--- config.mk ---
export PLATFORM = sky130hd
export DESIGN_NAME = sqrt_iter
export DESIGN_NICKNAME = d
export VERILOG_FILES = /design/src/rtl/sqrt_iter.sv
export SDC_FILE = /design/constraint.sdc
export NUM_CORES = 1
export LEC_CHECK = 0
export ABC_AREA = 1
export CAP_MARGIN = 20
export CELL_PAD_IN_SITES_DETAIL_PLACEMENT = 0
export CELL_PAD_IN_SITES_GLOBAL_PLACEMENT = 2
export CORE_UTILIZATION = 30
export CTS_CLUSTER_DIAMETER = 100
export DETAILED_ROUTE_END_ITERATION = 16
export GPL_ROUTABILITY_DRIVEN = 0
export HOLD_SLACK_MARGIN = 0.08
export PLACE_DENSITY = 0.77
export SLEW_MARGIN = 25
export SYNTH_ARGS = -nofsm -noshare
export SYNTH_HDL_FRONTEND = slang
export SYNTH_SLANG_ARGS = --single-unit
--- constraint.sdc ---
create_clock -name clk_in -period 5.3 [get_ports clk_in]
set_clock_uncertainty 0.1 [all_clocks]
set_input_delay 1.325 -clock clk_in [delete_from_list [all_inputs] [get_ports clk_in]]
set_output_delay 1.325 -clock clk_in [all_outputs]
set_load 0.01 [all_outputs]
--- src/rtl/sqrt_iter.sv ---
// sqrt_iter: digit-recurrence square root retiring one root bit per clock,
// with ready/valid on both sides, output backpressure and synchronous abort.
module sqrt_iter #(
    parameter int WIDTH     = 12,
    parameter int FRAC_BITS = 0
) (
    input  logic                          clk_in,
    input  logic                          rst_n_in,
    input  logic [WIDTH-1:0]              x_in,
    input  logic                          valid_in,
    output logic                          ready_out,
    input  logic                          abort_in,
    output logic [WIDTH/2+FRAC_BITS-1:0]  root_out,
    output logic [WIDTH/2+FRAC_BITS:0]    rem_out,
    output logic                          exact_out,
    output logic                          valid_out,
    input  logic                          ready_in
);
    localparam int RW  = WIDTH/2 + FRAC_BITS;
    localparam int SHW = 2*RW;
    localparam int CW  = $clog2(RW+1);

    typedef enum logic [1:0] {IDLE, CALC, DONE} state_t;

    state_t          state;
    logic [SHW-1:0]  radicand;
    logic [RW-1:0]   root;
    logic [RW+1:0]   rem;
    logic [CW-1:0]   count;

    logic [RW+1:0]   rem_shift;
    logic [RW+1:0]   trial;
    logic [RW+1:0]   rem_next;
    logic [RW-1:0]   root_next;
    logic            take;

    // One restoring iteration: bring down the next radicand bit pair and
    // subtract 4*root+1 whenever the partial remainder can absorb it.
    always_comb begin
        rem_shift = (rem << 2) | (RW+2)'(radicand[SHW-1 -: 2]);
        trial     = {root, 2'b01};
        take      = (rem_shift >= trial);
        rem_next  = take ? (rem_shift - trial) : rem_shift;
        root_next = (root << 1) | RW'(take);
    end

    always_ff @(posedge clk_in or negedge rst_n_in) begin
        if (!rst_n_in) begin
            state     <= IDLE;
            radicand  <= '0;
            root      <= '0;
            rem       <= '0;
            count     <= '0;
            root_out  <= '0;
            rem_out   <= '0;
            exact_out <= 1'b1;
            valid_out <= 1'b0;
        end else if (abort_in) begin
            state     <= IDLE;
            valid_out <= 1'b0;
        end else begin
            case (state)
                IDLE: begin
                    if (valid_in) begin
                        radicand <= SHW'(x_in) << (2*FRAC_BITS);
                        root     <= '0;
                        rem      <= '0;
                        count    <= CW'(RW);
                        state    <= CALC;
                    end
                end
                CALC: begin
                    radicand <= radicand << 2;
                    root     <= root_next;
                    rem      <= rem_next;
                    count    <= count - CW'(1);
                    // Final bit: the remainder is bounded by 2*root, so it fits RW+1 bits.
                    if (count == CW'(1)) begin
                        state     <= DONE;
                        root_out  <= root_next;
                        rem_out   <= rem_next[RW:0];
                        exact_out <= (rem_next == '0);
                        valid_out <= 1'b1;
                    end
                end
                DONE: begin
                    if (ready_in) begin
                        state     <= IDLE;
                        valid_out <= 1'b0;
                    end
                end
                default: state <= IDLE;
            endcase
        end
    end

    assign ready_out = (state == IDLE);

endmodule

**Word-level counts from Yosys, hierarchy flattened**

Index checks and enable logic that the tools add are counted.

- Register bits: 44
- Input port bits: 17
- Output and inout bits: 16
- Word-level logic and storage cells: 48

- Add/sub/neg operators: 2
- Magnitude comparators: 1
- Equality and inequality tests: 7
- Mux-type cells: 18
- Bitwise operators: 3
- Reductions and logical operators: 8

Operators by type and width:

| cell | count |
|---|---|
| 12-bit case mux with 2 select lines | 1 |
| 6-bit case mux with 2 select lines | 2 |
| 12-bit 2-to-1 mux | 1 |
| 6-bit 2-to-1 mux | 2 |
| 3-bit AND reduction | 4 |
| 8-bit >= comparator | 1 |
| 8-bit logical NOT | 1 |
| 2-bit 2-to-1 mux | 4 |
| 8-bit 2-to-1 mux | 1 |
| 8-bit by 2-bit OR with 8-bit output | 1 |
| 8-bit subtractor | 1 |
| 3-bit != test, second input constant | 2 |
| 6-bit by 1-bit OR with 6-bit output | 1 |
| 2-bit case mux with 3 select lines | 1 |
| 3-bit case mux with 2 select lines | 1 |
| 3-bit by 1-bit == test with 1-bit output, second input constant | 1 |
| 1-bit 2-to-1 mux | 3 |
| 3-bit 2-to-1 mux | 1 |
| 3-bit by 2-bit != test with 1-bit output, second input constant | 1 |
| 3-bit nonzero test | 1 |
| 3-bit by 1-bit subtractor with 3-bit output, second input constant | 1 |
| 2-bit by 1-bit == test with 1-bit output, second input constant | 1 |
| 2-bit == test, second input constant | 1 |
| 2-bit logical NOT | 1 |
| 4 further kinds | 4 |

**Longest topological paths before layout**

Gate-level depths: netlist (run 1).

- Depth in word-level cells: 4
- Gate-level depth with buffers: 14
- Mapped depth without buffers: 14

**Worst setup path after synthesis (run 1)**

Ideal clock, no wire load.

- Path type: input-to-reg
- From: input port valid_in
- To: register count[0]
- Library setup time: 0.130 ns
- Data arrival time: 1.945 ns
- Required time: 5.070 ns
- Slack: 3.125 ns
- Cell stages on the path: 4
- Path buffers: 1
- Cells stage by stage: o21ai_0 -> nor2_2 -> clkbuf_1 -> o21ai_0

- Longest elaborated chain between the ends: 2

Ends and longest elaborated chain:

| element | RTL line | text |
|---|---|---|
| start, declared | 10 | `input logic valid_in,` |
| 2-bit != test (no source line) | - |  |
| 3-bit AND reduction (no source line) | - |  |
| end signal, assigned | 68 | `count <= CW'(RW);` |
| end signal, assigned | 76 | `count <= count - CW'(1);` |
| end, declared | 29 | `logic [CW-1:0] count;` |

No other way between the ends.
A chain may end at the register's enable or synchronous reset.

**Worst setup path in the final report (run 1)**

- From: register state[0]
- To: output port ready_out

- Longest elaborated chain between the ends: 1

Ends and longest elaborated chain:

| element | RTL line | text |
|---|---|---|
| start, declared | 25 | `state_t state;` |
| start signal, assigned | 49 | `state <= IDLE;` |
| start signal, assigned | 59 | `state <= IDLE;` |
| start signal, assigned | 69 | `state <= CALC;` |
| 2-bit logical NOT | 97 | `assign ready_out = (state == IDLE);` |
| end, declared | 11 | `output logic ready_out,` |

No other way between the ends.

==> results.json, run 1 <==
{
  "initial_core_util_pct": 30.9,
  "critical_path_arrival_ns": 1.51,
  "status": "complete, no violations",
  "routedWlPerCell_um": 12.8,
  "num-nets-final": 360,
  "startpoint_type": "flop",
  "finalWorstSetupSlack_ns": 2.36,
  "clkTransAtPathRegs_ns": 0.09,
  "die_x_um": 91.0,
  "dpl.hpwl_um": 4050,
  "setup_viol": 0,
  "clock.fmax_ghz": 0.340,
  "synth_nets": 329,
  "antenna_found_initial": 0,
  "vias_per_cell": 4.52,
  "slew_headroom_pct": 56.7,
  "detail-route-antenna-nets": 0,
  "path_max_fanout": 6,
  "grt.total_usage_pct": 14.6,
  "grt.overflow.total": 0,
  "slowest_stage": "clkdlybuf4s50_1",
  "leakagePower_uw": 0.00143,
  "critPathBufInv": 1,
  "drive_gt1_share_pct": 6.89,
  "fin_setup_tns_ns": 0,
  "fp.coreArea_um2": 7690,
  "cts_tree": "built",
  "ios": 33,
  "drtIter0Drc": 81,
  "hold_viol": 0,
  "critPathKind": "flop to primary output",
  "slowest_delay_ns": 0.57,
  "synth.avg_cell_area_um2": 7.86,
  "drv_cap": 0,
  "finalWirelength_um": 5570,
  "crit_required_ns": 3.88,
  "powerDensity_nw_per_um2": 505,
  "dr.pass1.iters": 6,
  "finalCriticalPeriod_ns": 2.94,
  "rsz0062_at_grt": "false",
  "grt_max_degree": 45,
  "clock_latency_ns": 0.29,
  "synth_seq_cells": 44,
  "hold_buffers": 0,
  "crit_family": "buffers and inverters",
  "maxSlewViolCount": 0,
  "root_buffer": "clkbuf_8",
  "hold_path.class": "flop to flop",
  "syn_area_um2": 2370,
  "die_area_um2": 8280,
  "port_buffers": 32,
  "ctsResizeCount": 0,
  "vias": 1969,
  "cts_setup_buffers": 0,
  "die_h_um": 91.0,
  "cts_sinks": 44,
  "rows": 32,
  "end_kind": "primary output",
  "syn_inst": 302,
  "yosysSeqAreaShare_pct": 46.4,
  "h-tree-depth": 2,
  "grt_pass1_vias": 1881,
  "clock_path_buffers": 2,
  "finalCritPeriodShare_pct": 55.4,
  "ir_worst_vdd_uv": 137,
  "ys_warn_count": 0,
  "grt_pass1_wl_um": 9470,
  "pre_cts_ws_ns": 2.33,
  "worst_pin_slew_ns": 0.648,
  "num_antenna_cells": 0,
  "syn_to_final_growth_pct": 21.9,
  "cts-buffers-inserted": 5,
  "crit_chain": "nor2_1 -> clkdlybuf4s50_1",
  "drc": 0,
  "synth_cell_types": 31
}
==> cells in the mapped netlist <==
cell	number	area [um^2]
o221ai_1	1	8.76
clkinv_4	1	8.76
nor3_2	1	10.0
a32oi_1	1	8.76
xor2_1	1	8.76
clkbuf_1	6	22.5
buf_6	1	11.3
nor2_1	9	33.8
xnor2_1	1	8.76
ha_1	10	125
o41ai_1	1	8.76
nand3b_1	1	7.51
a31oi_1	1	6.26
nand3_2	1	10.0
dfstp_2	1	26.3
nand2_1	91	342
o22ai_1	8	50.1
inv_2	1	3.75
a21oi_4	2	32.5
nand4_1	3	18.8
o21ai_1	3	15.0
o21ai_2	1	8.76
buf_2	3	15.0
a211oi_1	1	7.51
o21ai_0	37	185
dfrtp_1	43	1080
nor2_2	2	12.5
a21oi_1	1	5.00
inv_1	48	180
nand3_1	19	95.1
nand2_4	2	22.5
==> layout make-up <==
type	count	area (um^2)
clock buffer	5	68.8
timing repair buffer	34	330
sequential	44	1100
clock inverter	3	42.5
fill	838	4790
multi-input combinational	198	1030
inverter	50	193
tap	102	128
==> metrics by stage <==
stage                     util [%]  power, uW  cells  cell area [um^2]  hold WS, ns
after detailed placement      36.2       1220    428              2780        0.365
final                         37.7       1460    436              2900        0.378
after global routing          37.7       1600    436              2900        0.420
after global placement        36.2       1230    428              2780        0.358
after floorplan                  -        987    302              2370        0.351
after CTS                     37.7       1480    436              2900        0.378
==> worst register-to-register path: cells and delay by family (launching register included) <==
family,cells,cell delay [ns]
adder cells (fa/ha/maj),1,0.34
AO/OA/AOI/OAI,1,0.20
buffers and inverters,2,0.30
AND/OR/NAND/NOR,9,0.81
flip-flops,1,0.37
==> sequential cells by signal, summed over array words and instances, names as in the netlist <==
register   cells
count          3
exact_out      1
radicand      12
rem            6
rem_out        7
root           6
root_out       6
state          2
valid_out      1
==> cell usage in the layout, fill, tap and decap left out <==
| cell type | synthesis | layout |
|---|---|---|
| ha_1 | 10 | 10 |
| a31oi_1 | 1 | 1 |
| nand2_4 | 2 | 2 |
| nor2_2 | 2 | 2 |
| nand2_1 | 91 | 91 |
| xnor2_1 | 1 | 1 |
| nand3b_1 | 1 | 1 |
| nand3_1 | 19 | 19 |
| inv_2 | 1 | 1 |
| a211oi_1 | 1 | 1 |
| o21ai_2 | 1 | 1 |
| a21oi_1 | 1 | 1 |
| nor3_2 | 1 | 1 |
| clkdlybuf4s50_1 | 0 | 31 |
| clkinv_4 | 1 | 1 |
| o21ai_1 | 3 | 3 |
| bufinv_16 | 0 | 1 |
| dfstp_2 | 1 | 1 |
| clkbuf_8 | 0 | 5 |
| buf_4 | 0 | 2 |
| o41ai_1 | 1 | 1 |
| clkinv_2 | 0 | 1 |
| o21ai_0 | 37 | 37 |
| o221ai_1 | 1 | 1 |
| o22ai_1 | 8 | 8 |
| dfrtp_1 | 43 | 43 |
| nand3_2 | 1 | 1 |
| inv_1 | 48 | 48 |
| nor2_1 | 9 | 9 |
| a21oi_4 | 2 | 2 |
| buf_2 | 3 | 1 |
| xor2_1 | 1 | 1 |
| nand4_1 | 3 | 3 |
| a32oi_1 | 1 | 1 |
| clkinvlp_4 | 0 | 1 |
==> kinds of logic (layout without fill, tap and decap cells) <==
logic type	Yosys count	after routing	synth area share, %
and+or+nand+nor	129	129	23.2
AOI/OAI and AO/OA	57	57	14.2
xor gates and xnor gates	2	2	0.738
adders and majority gates	10	10	5.27
DFF	44	44	46.4
buffers and inverters	60	92	10.2
==> path summary, 6_finish.rpt <==
path | from | to | slack, ns | cells after the start
min | exact_out | exact_out | 0.38 | 2
min reg2reg | exact_out | exact_out | 0.38 | 2
max in group asynchronous | rst_n_in | radicand[10] | 3.71 | 2
max | state[0] | ready_out | 2.36 | 2
min in group asynchronous | rst_n_in | rem_out[4] | 0.99 | 2
max reg2reg | root[3] | exact_out | 3.14 | 13
==> power by group <==
| part | internal [uW] | switching, uW | total [uW] |
|---|---|---|---|
| clock network | 140 | 117 | 257 |
| logic | 269 | 489 | 757 |
| registers | 405 | 41.2 | 447 |
| total | 814 | 647 | 1460 |
==> per-layer routing <==
metal | up-vias | global-route usage (%) | routed length, um | part of all wire [%]
met5 | - | 0 | 0 | 0
met4 | 0 | 4.76 | 70 | 1.3
met3 | 5 | 2.26 | 135 | 2.4
met2 | 24 | 22.9 | 2440 | 44
met1 | 917 | 20.7 | 2920 | 52
li1 | 1023 | - | - | -
Power figures use the tool's default switching activity.
==> run 2: changes to the inputs <==
==> constraint.sdc (replaced) <==
create_clock -name clk_in -period 2.9 [get_ports clk_in]
set_clock_uncertainty 0.1 [all_clocks]
set_input_delay 0.725 -clock clk_in [delete_from_list [all_inputs] [get_ports clk_in]]
set_output_delay 0.725 -clock clk_in [all_outputs]
set_load 0.01 [all_outputs]
==> run 2 against run 1 <==
Non-clock buffer count grew 2. Via count grew 2.7%. Total power grew 85%. Utilization grew 0.33 points. Largest cell class unchanged. Worst hold slack lost 0.15 ns. Sequential share of layout area shrank 0.33 points. Final cell count grew 0.46%. Critical endpoint unchanged. First-iteration DRC count shrank 36%. Critical path depth is the same. Register-to-register slack lost 2.4 ns. Combinational power grew 82%. Die area is the same. Highest routed layer unchanged.
==> results.json, run 2 (same netlist as run 1, synthesis figures left out) <==
{
  "vias_per_cell": 4.62,
  "die_h_um": 91.0,
  "final_cell_mix": "nand2_1 (91), inv_1 (48), dfrtp_1 (43)",
  "p_int_uw": 1520,
  "p_seq_share_pct": 30.3,
  "p_sw_share_pct": 43.8,
  "grt_pass1_vias": 1934,
  "status": "complete, no violations",
  "cts-buffers-inserted": 5,
  "cts_sinks": 44,
  "drtIter0Drc": 52,
  "comb_power_share_pct": 51.3,
  "ir_worst_vdd_uv": 296,
  "num_antenna_cells": 0,
  "root_buffer": "clkbuf_8",
  "path_max_fanout": 6,
  "hold_viol": 0,
  "h-tree-depth": 2,
  "drc": 0,
  "finalCritPeriodShare_pct": 81.0,
  "clkTransAtPathRegs_ns": 0.09,
  "detail-route-antenna-nets": 0,
  "rows": 32,
  "die_area_um2": 8280,
  "reg2reg_slack_ns": 0.77,
  "die_x_um": 91.0,
  "drive_gt1_share_pct": 7.44,
  "power.switching_uw": 1180,
  "leakagePower_uw": 0.00144,
  "clock_path_buffers": 2,
  "setup_viol": 0,
  "slew_headroom_pct": 57.9,
  "grt_pass1_wl_um": 9620,
  "num-nets-final": 362,
  "hold_buffers": 0,
  "ios": 33,
  "drv_cap": 0,
  "hold_path.class": "primary input to asynchronous set/reset pin",
  "pwr-share-clk_pct": 18.4,
  "finalWirelength_um": 5520,
  "final_common_cell": "nand2_1",
  "fin_setup_tns_ns": 0,
  "port_buffers": 32,
  "routedWlPerCell_um": 12.6,
  "maxSlewViolCount": 0,
  "critPathKind": "flop to primary output",
  "dpl.hpwl_um": 4270,
  "antenna_found_initial": 0,
  "largest_reg_flops": 12,
  "ctsResizeCount": 0,
  "clock.fmax_ghz": 0.426,
  "vias": 2022,
  "cts_tree": "built",
  "grt.overflow.total": 0,
  "grt.total_usage_pct": 14.7,
  "powerDensity_nw_per_um2": 923,
  "initial_core_util_pct": 30.9,
  "critical_path_arrival_ns": 1.52,
  "fin_hold_ws_ns": 0.229,
  "syn_to_final_growth_pct": 23.0,
  "clock_latency_ns": 0.30,
  "end_kind": "primary output",
  "dr.pass1.iters": 4,
  "rsz0062_at_grt": "false",
  "largest_registers": "radicand: 12 flops, rem_out: 7 flops",
  "cts_setup_buffers": 0,
  "fp.coreArea_um2": 7690,
  "finalCriticalPeriod_ns": 2.35,
  "worst_pin_slew_ns": 0.630,
  "crit_required_ns": 2.08,
  "grt_max_degree": 28,
  "top_register": "radicand",
  "startpoint_type": "flop"
}
[run 2: worst max-delay path: stages, from the launching register on]
cell,delay [ns]
dfrtp_1,0.44
nor2_1,0.21
clkdlybuf4s50_1,0.57
[run 2: layer usage]
layer / GRT usage [%] / wire length [um] / vias to the layer above
met5: 0 / 0 / -
met4: 5.03 / 99 / 0
met1: 20.2 / 2730 / 945
met2: 23.2 / 2520 / 36
met3: 2.60 / 179 / 11
li1: - / - / 1030
[run 2: layout make-up]
cell class / instances / area (um^2)
Tap cell: 102 / 128
Inverter: 50 / 193
Multi-Input combinational cell: 198 / 1030
Timing Repair Buffer: 36 / 345
Clock buffer: 6 / 82.6
Clock inverter: 2 / 38.8
Fill cell: 837 / 4770
Sequential cell: 44 / 1100
[run 2: power by group through the flow]
stage,Combinational [uW],Clock [uW],Sequential [uW]
after floorplan,974,0,829
after global placement,1410,0,828
after detailed placement,1410,0,830
after CTS,1410,506,818
after global routing,1580,535,835
final,1380,495,817
[run 2: path summary, 6_finish.rpt]
path / startpoint / endpoint / depth (start not counted)
min reg2reg: exact_out / exact_out / 2
min in group clk_in: exact_out / exact_out / 2
max in group asynchronous: rst_n_in / radicand[6] / 2
max reg2reg: root[3] / exact_out / 13
max: state[0] / ready_out / 2
min: rst_n_in / rem_out[3] / 1
[run 2: metrics by stage]
| stage | util, % | worst slack [ns] | total power [uW] | cell area (um^2) | instances |
|---|---|---|---|---|---|
| final | 38.0 | 0.552 | 2700 | 2920 | 438 |
| after global routing | 38.0 | 0.505 | 2950 | 2920 | 438 |
| after CTS | 38.0 | 0.533 | 2740 | 2920 | 438 |
| after detailed placement | 36.4 | 0.626 | 2240 | 2800 | 430 |
| after global placement | 36.4 | 0.640 | 2240 | 2800 | 430 |
| after floorplan | - | 1.13 | 1800 | 2370 | 302 |
==> run 3: changes to the inputs <==
==> constraint.sdc (replaced) <==
create_clock -name clk_in -period 2.3 [get_ports clk_in]
set_clock_uncertainty 0.1 [all_clocks]
set_input_delay 0.575 -clock clk_in [delete_from_list [all_inputs] [get_ports clk_in]]
set_output_delay 0.575 -clock clk_in [all_outputs]
set_load 0.01 [all_outputs]
==> run 3 against run 2 <==
Global-route usage increased by 0.83 points. Count of clock-buffer cells in the layout is the same. Total power grew 26%. Utilization up 0.55 points. Worst hold slack got worse by 0.080 ns. Critical path depth is the same. Wire length up 6.7%. Register-to-register slack worse by 0.47 ns. Combinational power grew 25%. Sequential power rose by 26%. Non-clock buffer count grew 4. Largest power group unchanged. Via count fell by 0.45%.
==> results.json, run 3 (same netlist as run 1, synthesis figures left out) <==
{
  "status": "complete, no violations",
  "rows": 32,
  "nFillCells": 834,
  "hold_path.class": "primary input to asynchronous set/reset pin",
  "final_common_cell": "nand2_1",
  "drc": 0,
  "ctsResizeCount": 0,
  "slowest_stage": "clkdlybuf4s50_1",
  "dpl.hpwl_um": 4500,
  "crit_required_ns": 1.62,
  "routedWlPerCell_um": 13.3,
  "dr.pass1.iters": 4,
  "drive_gt1_share_pct": 8.53,
  "cts_setup_buffers": 0,
  "clock.fmax_ghz": 0.455,
  "worstRegToRegCells": 12,
  "crit_family": "buffers and inverters",
  "vias_per_cell": 4.55,
  "cts_tree": "built",
  "top_register": "radicand",
  "maxSlewViolCount": 0,
  "path_max_fanout": 6,
  "num_antenna_cells": 0,
  "die_h_um": 91.0,
  "finalCriticalPeriod_ns": 2.20,
  "largest_reg_flops": 12,
  "largest_registers": "radicand: 12 flops, rem_out: 7 flops",
  "clock_path_buffers": 2,
  "finalWorstSetupSlack_ns": 0.104,
  "drtIter0Drc": 65,
  "finalCritPeriodShare_pct": 95.5,
  "grt_pass1_vias": 2062,
  "die_x_um": 91.0,
  "critPathBufInv": 1,
  "grt.overflow.total": 0,
  "vias": 2013,
  "final-seq-area_um2": 1100,
  "num-nets-final": 366,
  "clock_latency_ns": 0.30,
  "root_buffer": "clkbuf_8",
  "finalWirelength_um": 5890,
  "rsz0062_at_grt": "false",
  "drv_cap": 0,
  "grt_max_degree": 28,
  "cts-buffers-inserted": 5,
  "pre_cts_ws_ns": 0.173,
  "critical_path_arrival_ns": 1.52,
  "multiInputGateArea_um2": 1030,
  "fin_setup_tns_ns": 0,
  "hold_viol": 0,
  "startpoint_type": "flop",
  "leakagePower_uw": 0.00147,
  "fp.coreArea_um2": 7690,
  "grt.total_usage_pct": 15.5,
  "cts_sinks": 44,
  "detail-route-antenna-nets": 0,
  "crit_chain": "nor2_1 -> clkdlybuf4s50_1",
  "r2r-start": "rem[3]",
  "worst_pin_slew_ns": 0.565,
  "ir_worst_vdd_uv": 359,
  "critPathKind": "flop to primary output",
  "hold_buffers": 0,
  "port_buffers": 32,
  "syn_to_final_growth_pct": 24.8,
  "final_cell_mix": "nand2_1 (91), inv_1 (48), dfrtp_1 (43)",
  "clkTransAtPathRegs_ns": 0.10,
  "die_area_um2": 8280,
  "r2r-end": "exact_out",
  "setup_viol": 0,
  "ios": 33,
  "h-tree-depth": 2,
  "slowest_delay_ns": 0.57,
  "powerDensity_nw_per_um2": 1140,
  "slew_headroom_pct": 62.3,
  "initial_core_util_pct": 30.9,
  "reg2reg_slack_ns": 0.30,
  "antenna_found_initial": 0,
  "end_kind": "primary output",
  "grt_pass1_wl_um": 10100
}
run 3: changes by cell type in the layout (fill, tap and decap cells not counted):
cell / change
buf_12: +1
buf_4: +3
run 3: layout make-up:
class	count	area share, %
multi-input cells	198	34.8
flip-flops and latches	44	37.2
inverters	50	6.50
repair buffers	40	13.1
clock buffers	6	2.79
clock inverters	2	1.31
well taps	102	4.31
run 3: through the flow:
stage	power [uW]	hold WS [ns]	instances	area, um^2	util (%)
final	3390	0.149	442	2960	38.5
after global routing	3700	0.185	442	2960	38.5
after CTS	3440	0.160	442	2960	38.5
after detailed placement	2790	0.359	434	2840	37.0
after global placement	2790	0.361	434	2840	37.0
after floorplan	2270	0.179	302	2370	-
run 3: metal layers:
| metal | track usage [%] | part of all wire [%] | up-vias |
|---|---|---|---|
| met5 | 0 | 0 | - |
| met4 | 4.23 | 0.97 | 0 |
| met3 | 3.02 | 2.4 | 5 |
| met2 | 25.1 | 48 | 25 |
| met1 | 21.2 | 49 | 949 |
| li1 | - | - | 1034 |
run 3: how the worst max path moves through the flow:
stage	from	endpoint	slack, ns	cells past startpoint
final	state[0]	ready_out	0.10	2
after global routing	state[0]	ready_out	0.03	2
after CTS	state[0]	ready_out	0.09	2
after detailed placement	abort_in	rem_out[6]	0.17	5
after global placement	abort_in	root_out[0]	0.13	5
after floorplan	root[1]	exact_out	0.53	14
run 3: power breakdown:
| part | leakage, uW | total [uW] | internal (uW) | switching, uW |
|---|---|---|---|---|
| Clock | 0.0000614 | 637 | 356 | 281 |
| Sequential | 0.000551 | 1030 | 934 | 98.6 |
| Combinational | 0.000853 | 1720 | 632 | 1090 |
| Total | 0.00147 | 3390 | 1920 | 1470 |
